===== src/rtl/mem_pkg.sv =====
`default_nettype none
// ============================================================================
// Module   : mem_pkg
// Brief    : Shared encodings for the memory-access stage.
// Revision : 1.0
// ============================================================================
package mem_pkg;

    localparam int c_OP_LB  = 0;
    localparam int c_OP_LH  = 1;
    localparam int c_OP_LW  = 2;
    localparam int c_OP_LBU = 3;
    localparam int c_OP_LHU = 4;
    localparam int c_OP_SB  = 5;
    localparam int c_OP_SH  = 6;
    localparam int c_OP_SW  = 7;

    localparam logic [5:0] c_ECODE_ALE = 6'h09;

    localparam logic [1:0] c_SIZE_BYTE = 2'd0;
    localparam logic [1:0] c_SIZE_HALF = 2'd1;
    localparam logic [1:0] c_SIZE_WORD = 2'd2;

    typedef enum logic [1:0] {
        ST_EMPTY = 2'd0,
        ST_ISSUE = 2'd1,
        ST_WAIT  = 2'd2,
        ST_DONE  = 2'd3
    } state_t;

    function automatic logic is_load(input logic [7:0] op);
        return |op[4:0];
    endfunction

endpackage
`default_nettype wire


===== src/rtl/load_align.sv =====
`default_nettype none
// ============================================================================
// Module   : load_align
// Brief    : Shifts the bus read word down to the accessed lane and extends it.
// Revision : 1.0
// ============================================================================
module load_align
    import mem_pkg::*;
(
    input  logic [31:0] rdata,
    input  logic [1:0]  addr_lo,
    input  logic [4:0]  load_op,
    output logic [31:0] result
);

    logic [31:0] w_shifted;

    assign w_shifted = rdata >> {addr_lo, 3'b000};

    always_comb begin
        result = '0;
        if (load_op[c_OP_LB])
            result = {{24{w_shifted[7]}}, w_shifted[7:0]};
        else if (load_op[c_OP_LBU])
            result = {24'h0, w_shifted[7:0]};
        else if (load_op[c_OP_LH])
            result = {{16{w_shifted[15]}}, w_shifted[15:0]};
        else if (load_op[c_OP_LHU])
            result = {16'h0, w_shifted[15:0]};
        else if (load_op[c_OP_LW])
            result = w_shifted;
    end

endmodule
`default_nettype wire


===== src/rtl/mem_access_stage.sv =====
`default_nettype none
// ============================================================================
// Module   : mem_access_stage
// Brief    : EXE->WB memory stage on a req/addr_ok/data_ok bus with
//            orphaned-response discard counting across flushes.
// Revision : 1.0
// ============================================================================
module mem_access_stage
    import mem_pkg::*;
#(
    parameter int          ADDR_W      = 32,
    parameter int          MAX_DISCARD = 3,
    parameter logic [31:0] RESET_PC    = 32'h1c000000
) (
    input  logic              clk,
    input  logic              resetn,
    input  logic              in_valid,
    output logic              in_ready,
    output logic              out_valid,
    input  logic              out_ready,
    input  logic              flush,
    input  logic [31:0]       in_pc,
    input  logic [ADDR_W-1:0] in_addr,
    input  logic [7:0]        in_mem_op,
    input  logic [31:0]       in_wdata,
    input  logic              in_has_exc,
    input  logic [5:0]        in_ecode,
    output logic              req,
    output logic              wr,
    output logic [1:0]        size,
    output logic [3:0]        wstrb,
    output logic [ADDR_W-1:0] addr,
    output logic [31:0]       wdata,
    input  logic              addr_ok,
    input  logic              data_ok,
    input  logic [31:0]       rdata,
    output logic [31:0]       out_pc,
    output logic [31:0]       out_result,
    output logic              out_has_exc,
    output logic [5:0]        out_ecode,
    output logic [ADDR_W-1:0] out_badv
);

    localparam int                DCNT_W     = $clog2(MAX_DISCARD + 1);
    localparam logic [DCNT_W-1:0] c_DCNT_MAX = DCNT_W'(MAX_DISCARD);

    state_t              r_state;
    state_t              w_state_nxt;
    state_t              w_accept_state;
    logic [DCNT_W-1:0]   r_dcnt;
    logic [31:0]         r_pc;
    logic [ADDR_W-1:0]   r_addr;
    logic [7:0]          r_op;
    logic [31:0]         r_wdata;
    logic [31:0]         r_result;
    logic                r_has_exc;
    logic [5:0]          r_ecode;
    logic [ADDR_W-1:0]   r_badv;

    logic                w_accept;
    logic                w_misaligned;
    logic                w_addr_hs;
    logic                w_own;
    logic                w_dcnt_inc;
    logic                w_dcnt_dec;
    logic [31:0]         w_load_data;

    assign in_ready  = resetn && !flush &&
                       ((r_state == ST_EMPTY) || ((r_state == ST_DONE) && out_ready));
    assign out_valid = (r_state == ST_DONE);
    assign w_accept  = in_valid && in_ready;

    assign w_misaligned =
        ((in_mem_op[c_OP_LH] || in_mem_op[c_OP_LHU] || in_mem_op[c_OP_SH]) && in_addr[0]) ||
        ((in_mem_op[c_OP_LW] || in_mem_op[c_OP_SW]) && (in_addr[1:0] != 2'b00));

    assign w_accept_state = ((in_mem_op == 8'h00) || in_has_exc || w_misaligned)
                            ? ST_DONE : ST_ISSUE;

    // A saturated counter means the bus may still owe us MAX_DISCARD stale
    // responses; issuing now would make our own response ambiguous.
    assign req       = (r_state == ST_ISSUE) && (r_dcnt != c_DCNT_MAX);
    assign w_addr_hs = req && addr_ok;
    assign w_own     = data_ok && (r_dcnt == '0) && (r_state == ST_WAIT);

    assign w_dcnt_inc = flush && (((r_state == ST_ISSUE) && w_addr_hs) ||
                                  ((r_state == ST_WAIT) && !w_own));
    assign w_dcnt_dec = data_ok && (r_dcnt != '0);

    always_comb begin
        w_state_nxt = r_state;
        case (r_state)
            ST_EMPTY: if (w_accept) w_state_nxt = w_accept_state;
            ST_ISSUE: begin
                if (flush)          w_state_nxt = ST_EMPTY;
                else if (w_addr_hs) w_state_nxt = ST_WAIT;
            end
            ST_WAIT: begin
                if (flush)      w_state_nxt = ST_EMPTY;
                else if (w_own) w_state_nxt = ST_DONE;
            end
            ST_DONE: begin
                if (flush)          w_state_nxt = ST_EMPTY;
                else if (w_accept)  w_state_nxt = w_accept_state;
                else if (out_ready) w_state_nxt = ST_EMPTY;
            end
            default: w_state_nxt = ST_EMPTY;
        endcase
    end

    always_ff @(posedge clk) begin
        if (!resetn) begin
            r_state <= ST_EMPTY;
            r_dcnt  <= '0;
        end else begin
            r_state <= w_state_nxt;
            if (w_dcnt_inc && !w_dcnt_dec)
                r_dcnt <= r_dcnt + 1'b1;
            else if (!w_dcnt_inc && w_dcnt_dec)
                r_dcnt <= r_dcnt - 1'b1;
        end
    end

    load_align u_load_align (
        .rdata   (rdata),
        .addr_lo (r_addr[1:0]),
        .load_op (r_op[4:0]),
        .result  (w_load_data)
    );

    always_ff @(posedge clk) begin
        if (!resetn) begin
            r_pc      <= RESET_PC;
            r_addr    <= '0;
            r_op      <= '0;
            r_wdata   <= '0;
            r_result  <= '0;
            r_has_exc <= 1'b0;
            r_ecode   <= '0;
            r_badv    <= '0;
        end else if (w_accept) begin
            r_pc      <= in_pc;
            r_addr    <= in_addr;
            r_op      <= in_mem_op;
            r_wdata   <= in_wdata;
            r_result  <= 32'(in_addr);
            r_has_exc <= in_has_exc || w_misaligned;
            r_ecode   <= in_has_exc ? in_ecode : (w_misaligned ? c_ECODE_ALE : 6'h00);
            r_badv    <= (!in_has_exc && w_misaligned) ? in_addr : '0;
        end else if (w_own && is_load(r_op)) begin
            r_result  <= w_load_data;
        end
    end

    // Bus fields derive from the held payload, so they stay stable until addr_ok.
    always_comb begin
        size  = c_SIZE_BYTE;
        wstrb = 4'b0000;
        wdata = 32'h0;
        if (r_op[c_OP_SB]) begin
            wstrb = 4'b0001 << r_addr[1:0];
            wdata = {4{r_wdata[7:0]}};
        end else if (r_op[c_OP_SH]) begin
            size  = c_SIZE_HALF;
            wstrb = 4'b0011 << r_addr[1:0];
            wdata = {2{r_wdata[15:0]}};
        end else if (r_op[c_OP_SW]) begin
            size  = c_SIZE_WORD;
            wstrb = 4'b1111;
            wdata = r_wdata;
        end else if (r_op[c_OP_LH] || r_op[c_OP_LHU]) begin
            size  = c_SIZE_HALF;
        end else if (r_op[c_OP_LW]) begin
            size  = c_SIZE_WORD;
        end
    end

    assign wr          = |r_op[7:5];
    assign addr        = r_addr;
    assign out_pc      = r_pc;
    assign out_result  = r_result;
    assign out_has_exc = r_has_exc;
    assign out_ecode   = r_ecode;
    assign out_badv    = r_badv;

endmodule
`default_nettype wire


===== config.mk =====
export PLATFORM = sky130hd
export DESIGN_NAME = mem_access_stage
export DESIGN_NICKNAME = d
export VERILOG_FILES = /design/src/rtl/mem_pkg.sv /design/src/rtl/load_align.sv /design/src/rtl/mem_access_stage.sv
export SDC_FILE = /design/constraint.sdc
export NUM_CORES = 1
export LEC_CHECK = 0
export BUFFER_PORTS_ARGS = -buffer_cell sky130_fd_sc_hd__clkbuf_2
export CAP_MARGIN = 20
export CORE_MARGIN = 4
export CORE_UTILIZATION = 45
export CTS_CLUSTER_DIAMETER = 40
export DETAILED_ROUTE_END_ITERATION = 16
export PLACE_DENSITY = 0.75
export SYNTH_ARGS = -nofsm -noshare
export SYNTH_HDL_FRONTEND = slang
export SYNTH_HIERARCHICAL = 1
export SYNTH_SLANG_ARGS = --single-unit

===== constraint.sdc =====
create_clock -name clk -period 2.2 [get_ports clk]
set_clock_uncertainty 0.05 [all_clocks]
set_input_delay 0.44 -clock clk [delete_from_list [all_inputs] [get_ports clk]]
set_output_delay 0.44 -clock clk [all_outputs]
set_load 0.005 [all_outputs]

**Yosys cells after proc, flatten, opt, wreduce, memory -nomap -nowiden**

Index checks and enable logic that the tools add are counted.

- Flip-flop bits (word level): 179
- Input port bits: 150
- Output and inout bits: 177
- Logic and storage cells: 99

- $add $sub $neg: 2
- Eq/ne operators: 8
- Shift operators: 3
- Muxes and demuxes: 33
- Reduce and logical (&&, ||, !) cells: 43

Operators by type and width:

| kind | count |
|---|---|
| 32-bit two-way mux | 11 |
| 2-bit two-way mux | 16 |
| 32-bit by 5-bit >> shifter with 32-bit output | 1 |
| 1-bit logical AND | 18 |
| 4-bit two-way mux | 4 |
| 1-bit logical OR | 10 |
| 8-bit logical NOT | 1 |
| 2-bit case mux with 4 select lines | 1 |
| 2-bit nonzero test | 4 |
| 6-bit two-way mux | 1 |
| 3-bit inequality test, second input constant | 2 |
| 1-bit logical NOT | 5 |
| 5-bit OR reduction | 1 |
| 2-bit equality test, second input constant | 2 |
| 2-bit logical NOT | 2 |
| 2-bit inequality test, second input constant | 2 |
| 4-bit by 1-bit inequality test with 1-bit output, second input constant | 1 |
| 4-bit AND reduction | 1 |
| 1-bit by 2-bit << shifter with 4-bit output, first input constant | 1 |
| 2-bit by 2-bit << shifter with 4-bit output, first input constant | 1 |
| 3-bit OR reduction | 1 |
| 2-bit by 1-bit adder with 2-bit output, second input constant | 1 |
| 2-bit by 1-bit equality test with 1-bit output, second input constant | 1 |
| 2-bit by 1-bit subtractor with 2-bit output, second input constant | 1 |

**Logic depth before layout (Yosys ltp)**

- Word-level depth: 11
- Gate-level depth with buffers: 9
- Gate-level depth less buffers: 8

**By module**

The synthesis kept the hierarchy.

By module, submodules not included:

| module | instances | cells each | area an instance (µm²) | seq. area each (µm²) |
|---|---|---|---|---|
| mem_access_stage | 1 | 889 | 7459.7 | 3583.4 |
| load_align | 1 | 106 | 848.3 | 0.0 |

**Worst setup path after synthesis**

OpenSTA, ideal clock, no wires.

- Kind: register to register
- Start point: reg r_dcnt[0]
- End point: reg r_dcnt[1]
- Setup time: 76 ps
- Data arrival time: 1892 ps
- Data required time: 2074 ps
- Slack: 183 ps
- Stages on the path, launching flop included: 9
- Path buffers: 1
- Path through: dfxtp_1 clkbuf_1 nor3b_1 nor2_1 o2bb2ai_1 and2_1 ha_1 or3_1 a21boi_0

- Longest elaborated chain between the ends: 10
- Elaborated cells between the ends (all ways): 22

RTL lines:

| element | RTL line | RTL |
|---|---|---|
| from (decl) | mem_access_stage.sv:50 | `logic [DCNT_W-1:0] r_dcnt;` |
| from (signal assigned) | mem_access_stage.sv:118 | `r_dcnt <= r_dcnt + 1'b1;` |
| from (signal assigned) | mem_access_stage.sv:120 | `r_dcnt <= r_dcnt - 1'b1;` |
| 2-bit logical NOT | mem_access_stage.sv:84 | `assign w_own = data_ok && (r_dcnt == '0) && (r_state == ST_WAIT);` |
| 1-bit logical AND (2 in a row) | mem_access_stage.sv:84 |  |
| 1-bit logical NOT | mem_access_stage.sv:87 | `((r_state == ST_WAIT) && !w_own));` |
| 1-bit logical AND | mem_access_stage.sv:87 |  |
| 1-bit logical OR | mem_access_stage.sv:86 | `assign w_dcnt_inc = flush && (((r_state == ST_ISSUE) && w_addr_hs) \|\|` |
| 1-bit logical AND | mem_access_stage.sv:86 |  |
| 1-bit logical NOT | mem_access_stage.sv:119 | `else if (!w_dcnt_inc && w_dcnt_dec)` |
| 1-bit logical AND | mem_access_stage.sv:119 |  |
| 2-bit nonzero test (no source line) | -- |  |

Parallel ways exist; a longest one is shown, timed or not. The select of a mux whose other input is x is not followed.
A chain may end at the register's enable or synchronous reset.

**Worst setup path after layout**

- Start point: reg r_op[6]
- End point: out wdata[16]

- Longest elaborated chain between the ends: 2

RTL lines:

| element | RTL line | RTL |
|---|---|---|
| from (decl) | mem_access_stage.sv:53 | `logic [7:0] r_op;` |
| from (signal assigned) | mem_access_stage.sv:144 | `r_op <= in_mem_op;` |
| 32-bit two-way mux | mem_access_stage.sv:163 | `end else if (r_op[c_OP_SH]) begin` |
| 32-bit two-way mux | mem_access_stage.sv:160 | `if (r_op[c_OP_SB]) begin` |
| to (decl) | mem_access_stage.sv:33 | `output logic [31:0] wdata,` |

Every way passes these cells.

==> results.tsv <==
metric	value	unit
outcome	finished clean	
initial_utilization	0.4594	
detailedPlacementHpwl	20100	um
synthesis.yosys.warnings	6	
hold_bufs_at_cts	0	
worst_setup_path_start_kind	flip-flop	
maxClockFrequency	474.7	MHz
sw_share	0.2985	
final_period_minus_worst_setup_slack	2.106	ns
share_seq_of_total_power	0.417	
route.final.wire_length	27070	um
switchingPower	2.636	mW
grt.total_usage	0.2485	
synth.net_count	1150	
pwr-share-comb	0.216	
worst_path_bufs_invs	2	
async_reset_ff_frac	0	
design.final.nets	1451	
holdWs	0.1739	ns
clk_path_buf_depth	2	
drtIter0Drc	684	
syn-cell-area	0.008308	mm^2
boundaryPins	327	
synth_top_area_frac	0.4313	
die-width	143.9	um
vdd_ir_drop_max	0.6074	mV
drt_pre_antenna_iters	5	
largest_cells_by_area_after_synthesis	sky130_fd_sc_hd__dfxtp_1, sky130_fd_sc_hd__nand2_1, sky130_fd_sc_hd__a21boi_0, sky130_fd_sc_hd__mux2i_1, sky130_fd_sc_hd__o21ai_0	
r2r-start	r_dcnt[0]	
worst_path_largest_cell_delay	0.35	ns
clock_tree_from_tritoncts	yes	
clk_pin_slew	0.07	ns
r2r_setup_slack	0.21	ns
min_delay_worst_endpoint	out_pc[28]	
cp_max_fo	5	
critical_path.endpoint_type	primary output	
setup_repair_after_global_routing_missed_its_margin	false	
power.density_cell_area	810.2	mW/mm^2
grt_first_pass_wirelength	40580	um
num_vias	8103	
final_critical_path_setup_slack	0.09361	ns
critPathRequiredTime	1.71	ns
max_cap_violations	0	
number_of_design_rule_violations_left_after_detail_routing	0	
worst_path_dominant_cell_family	flip-flops	
timing.critical_path.arrival	1.62	ns
routed_wire_length_per_instance	17.61	um
ys_types	51	
dpl.cell_count	1504	
cellInternalPower	6.193	mW
ctsRootBufferMaster	sky130_fd_sc_hd__clkbuf_16	
worstSkewPairLatency	0.42	ns
synth-edff-count	0	
clkPwrFrac	0.366	
clock-sinks	179	
layout_worst_path_cycle_share	0.9574	
antenna_cells	0	
worstHoldStart	in_pc[28]	
min_delay_worst_type	in2reg	
postSynthRegisterBits	179	
portBuffers	326	
fin_cells	1537	
timing.reg2reg.worst_path_depth	7	
grt_start_max_net_pins	152	
timing_worst_setup_path_type	reg2out	
static-leakage-power	4.880	nW
post_drt_via_cell_ratio	5.272	
synth_sequential_area_ratio	0.4313	
layout-drive-gt1-share	0.3165	
die_area	0.02070	mm^2
fp.dieH	143.9	um
timing.critical_path.cells	or2_4, buf_4, o21ai_0, clkbuf_2	
placementRows	49	
max-slew-margin-rel	0.4187	
gp_routability_congestion	0.9424	
synth.largest_area_cell	sky130_fd_sc_hd__dfxtp_1	
setup_tns	0	ns
hold_path_depth	3	
tightestPinTransition	0.8645	ns
global_route.overflow_total	0	
first_global_vias	7437	
dp_worst_slack	0.09382	ns
count_of_mapped_cells_out_of_synthesis	995	
maxSlewViolCount	0	
rr_endpoint	r_dcnt[1]	
final-hold-violation-count	0	
antenna_violating_nets_post_route	0	
synth_top_flop_cell	sky130_fd_sc_hd__dfxtp_1	
cts_buffers	17	
setup-violations-final	0	
syn_to_final_growth	31.16	%
cp_slowest_cell	sky130_fd_sc_hd__dfxtp_1	
core-area	0.01809	mm^2
synthesis.area_per_instance	8.350	um^2
cts_max_level	4	
grt_antenna_before_repair	0	
==> flip-flops by register name, indices dropped and copies added (netlist names) <==
signal	flops
addr	32
out_badv	32
out_ecode	6
out_has_exc	1
out_pc	32
out_result	32
r_dcnt	2
r_op	8
r_state	2
r_wdata	32
==> cells in the mapped netlist, types with 6 or more instances <==
master / n
sky130_fd_sc_hd__o221ai_1: 8
sky130_fd_sc_hd__nand2_1: 274
sky130_fd_sc_hd__mux2i_1: 47
sky130_fd_sc_hd__a22o_1: 32
sky130_fd_sc_hd__buf_6: 9
sky130_fd_sc_hd__clkbuf_1: 44
sky130_fd_sc_hd__dfxtp_1: 179
sky130_fd_sc_hd__a21oi_1: 56
sky130_fd_sc_hd__a211oi_1: 15
sky130_fd_sc_hd__a21boi_0: 108
sky130_fd_sc_hd__o21ai_0: 69
sky130_fd_sc_hd__a2bb2oi_1: 6
sky130_fd_sc_hd__nand3_1: 13
sky130_fd_sc_hd__nor2b_1: 21
sky130_fd_sc_hd__nor2_1: 24
sky130_fd_sc_hd__buf_2: 24
sky130_fd_sc_hd__nand2b_1: 6
==> routing by layer <==
metal | routed length (um) | GRT usage
met3 | 1774 | 0.04859
met2 | 12560 | 0.3846
met4 | 762 | 0.08127
met5 | 0 | 0
met1 | 11970 | 0.3489
==> tightest hold or removal path, cell delays in order <==
cell	delay, ns
sky130_fd_sc_hd__clkbuf_2	0.07
sky130_fd_sc_hd__nand2_1	0.04
sky130_fd_sc_hd__nand3_1	0.06
==> power by group through the flow <==
stage,sequential (mW),combinational (mW),clock (mW)
after detailed placement,3.75,1.88,0
after global routing,3.71,2.10,3.42
after floorplan,3.72,1.08,0
after CTS,3.68,1.89,3.29
final,3.68,1.91,3.23
after global placement,3.74,1.85,0
==> placed cells by master (no fill, tap or decap), types with 2 or more instances in the layout <==
cell type | Yosys | final
sky130_fd_sc_hd__a211oi_1 | 15 | 15
sky130_fd_sc_hd__a21boi_0 | 108 | 108
sky130_fd_sc_hd__a21oi_1 | 56 | 56
sky130_fd_sc_hd__a22o_1 | 32 | 32
sky130_fd_sc_hd__a22oi_1 | 4 | 4
sky130_fd_sc_hd__a2bb2oi_1 | 6 | 6
sky130_fd_sc_hd__and2_1 | 4 | 4
sky130_fd_sc_hd__buf_12 | 0 | 11
sky130_fd_sc_hd__buf_4 | 2 | 26
sky130_fd_sc_hd__bufinv_16 | 0 | 3
sky130_fd_sc_hd__clkbuf_16 | 0 | 17
sky130_fd_sc_hd__clkbuf_2 | 0 | 325
sky130_fd_sc_hd__clkinvlp_4 | 0 | 2
sky130_fd_sc_hd__dfxtp_1 | 179 | 177
sky130_fd_sc_hd__dfxtp_4 | 0 | 2
sky130_fd_sc_hd__ha_1 | 5 | 5
sky130_fd_sc_hd__inv_1 | 5 | 5
sky130_fd_sc_hd__inv_6 | 0 | 5
sky130_fd_sc_hd__inv_8 | 0 | 2
sky130_fd_sc_hd__mux2_2 | 2 | 2
sky130_fd_sc_hd__mux2_4 | 2 | 2
sky130_fd_sc_hd__mux2i_1 | 47 | 47
sky130_fd_sc_hd__nand2_1 | 274 | 274
sky130_fd_sc_hd__nand2b_1 | 6 | 6
sky130_fd_sc_hd__nand3_1 | 13 | 13
sky130_fd_sc_hd__nand3b_1 | 3 | 3
sky130_fd_sc_hd__nor2_1 | 24 | 23
sky130_fd_sc_hd__nor2b_1 | 21 | 20
sky130_fd_sc_hd__nor3_1 | 3 | 3
sky130_fd_sc_hd__nor3b_1 | 3 | 3
sky130_fd_sc_hd__o21ai_0 | 69 | 69
sky130_fd_sc_hd__o221ai_1 | 8 | 8
sky130_fd_sc_hd__o31ai_1 | 3 | 3
==> what timing repair did <==
action,CTS,global route
setup endpoints to repair,11,19
pin swaps,0,1
buffers inserted,0,2
resized for setup,2,5
==> cells by family after synthesis <==
| group | synth area share |
|---|---|
| fa+ha+maj | 0.007530 |
| buf+inv | 0.05151 |
| mux | 0.06732 |
| flops | 0.4313 |
| compound gates | 0.2541 |
| simple gates | 0.1861 |
| xor+xnor | 0.002109 |
==> worst max path at each step <==
| stage | startpoint | end | slack [ns] | cells after the start |
|---|---|---|---|---|
| 4_1_cts | addr[0] | wstrb[2] | 0.03 | 5 |
| 6_report | r_op[6] | wdata[16] | 0.09 | 4 |
| 2_1_floorplan | r_dcnt[0] | r_dcnt[1] | 0.18 | 8 |
| 5_1_grt | addr[0] | wstrb[2] | 0.004 | 5 |
| 3_3_place_gp | addr[0] | out_result[26] | 0.16 | 6 |
| 3_5_place_dp | data_ok | r_dcnt[1] | 0.09 | 8 |
==> layout make-up <==
type	count	area [um^2]
well taps	229	286.5
multi-input cells	730	4320
clock inverters	13	187.7
clock buffers	18	439.2
fillers	1600	7189
inverters	5	18.77
repair buffers	363	2053
flip-flops and latches	179	3591
==> per-stage QoR <==
| stage | util | area, um^2 | power (mW) |
|---|---|---|---|
| floorplan | - | 8308 | 4.803 |
| global placement | 0.5653 | 10220 | 5.593 |
| detailed placement | 0.5653 | 10220 | 5.635 |
| CTS | 0.6002 | 10860 | 8.864 |
| global route | 0.6025 | 10900 | 9.235 |
| finish | 0.6025 | 10900 | 8.828 |
Power figures use the tool's default switching activity.
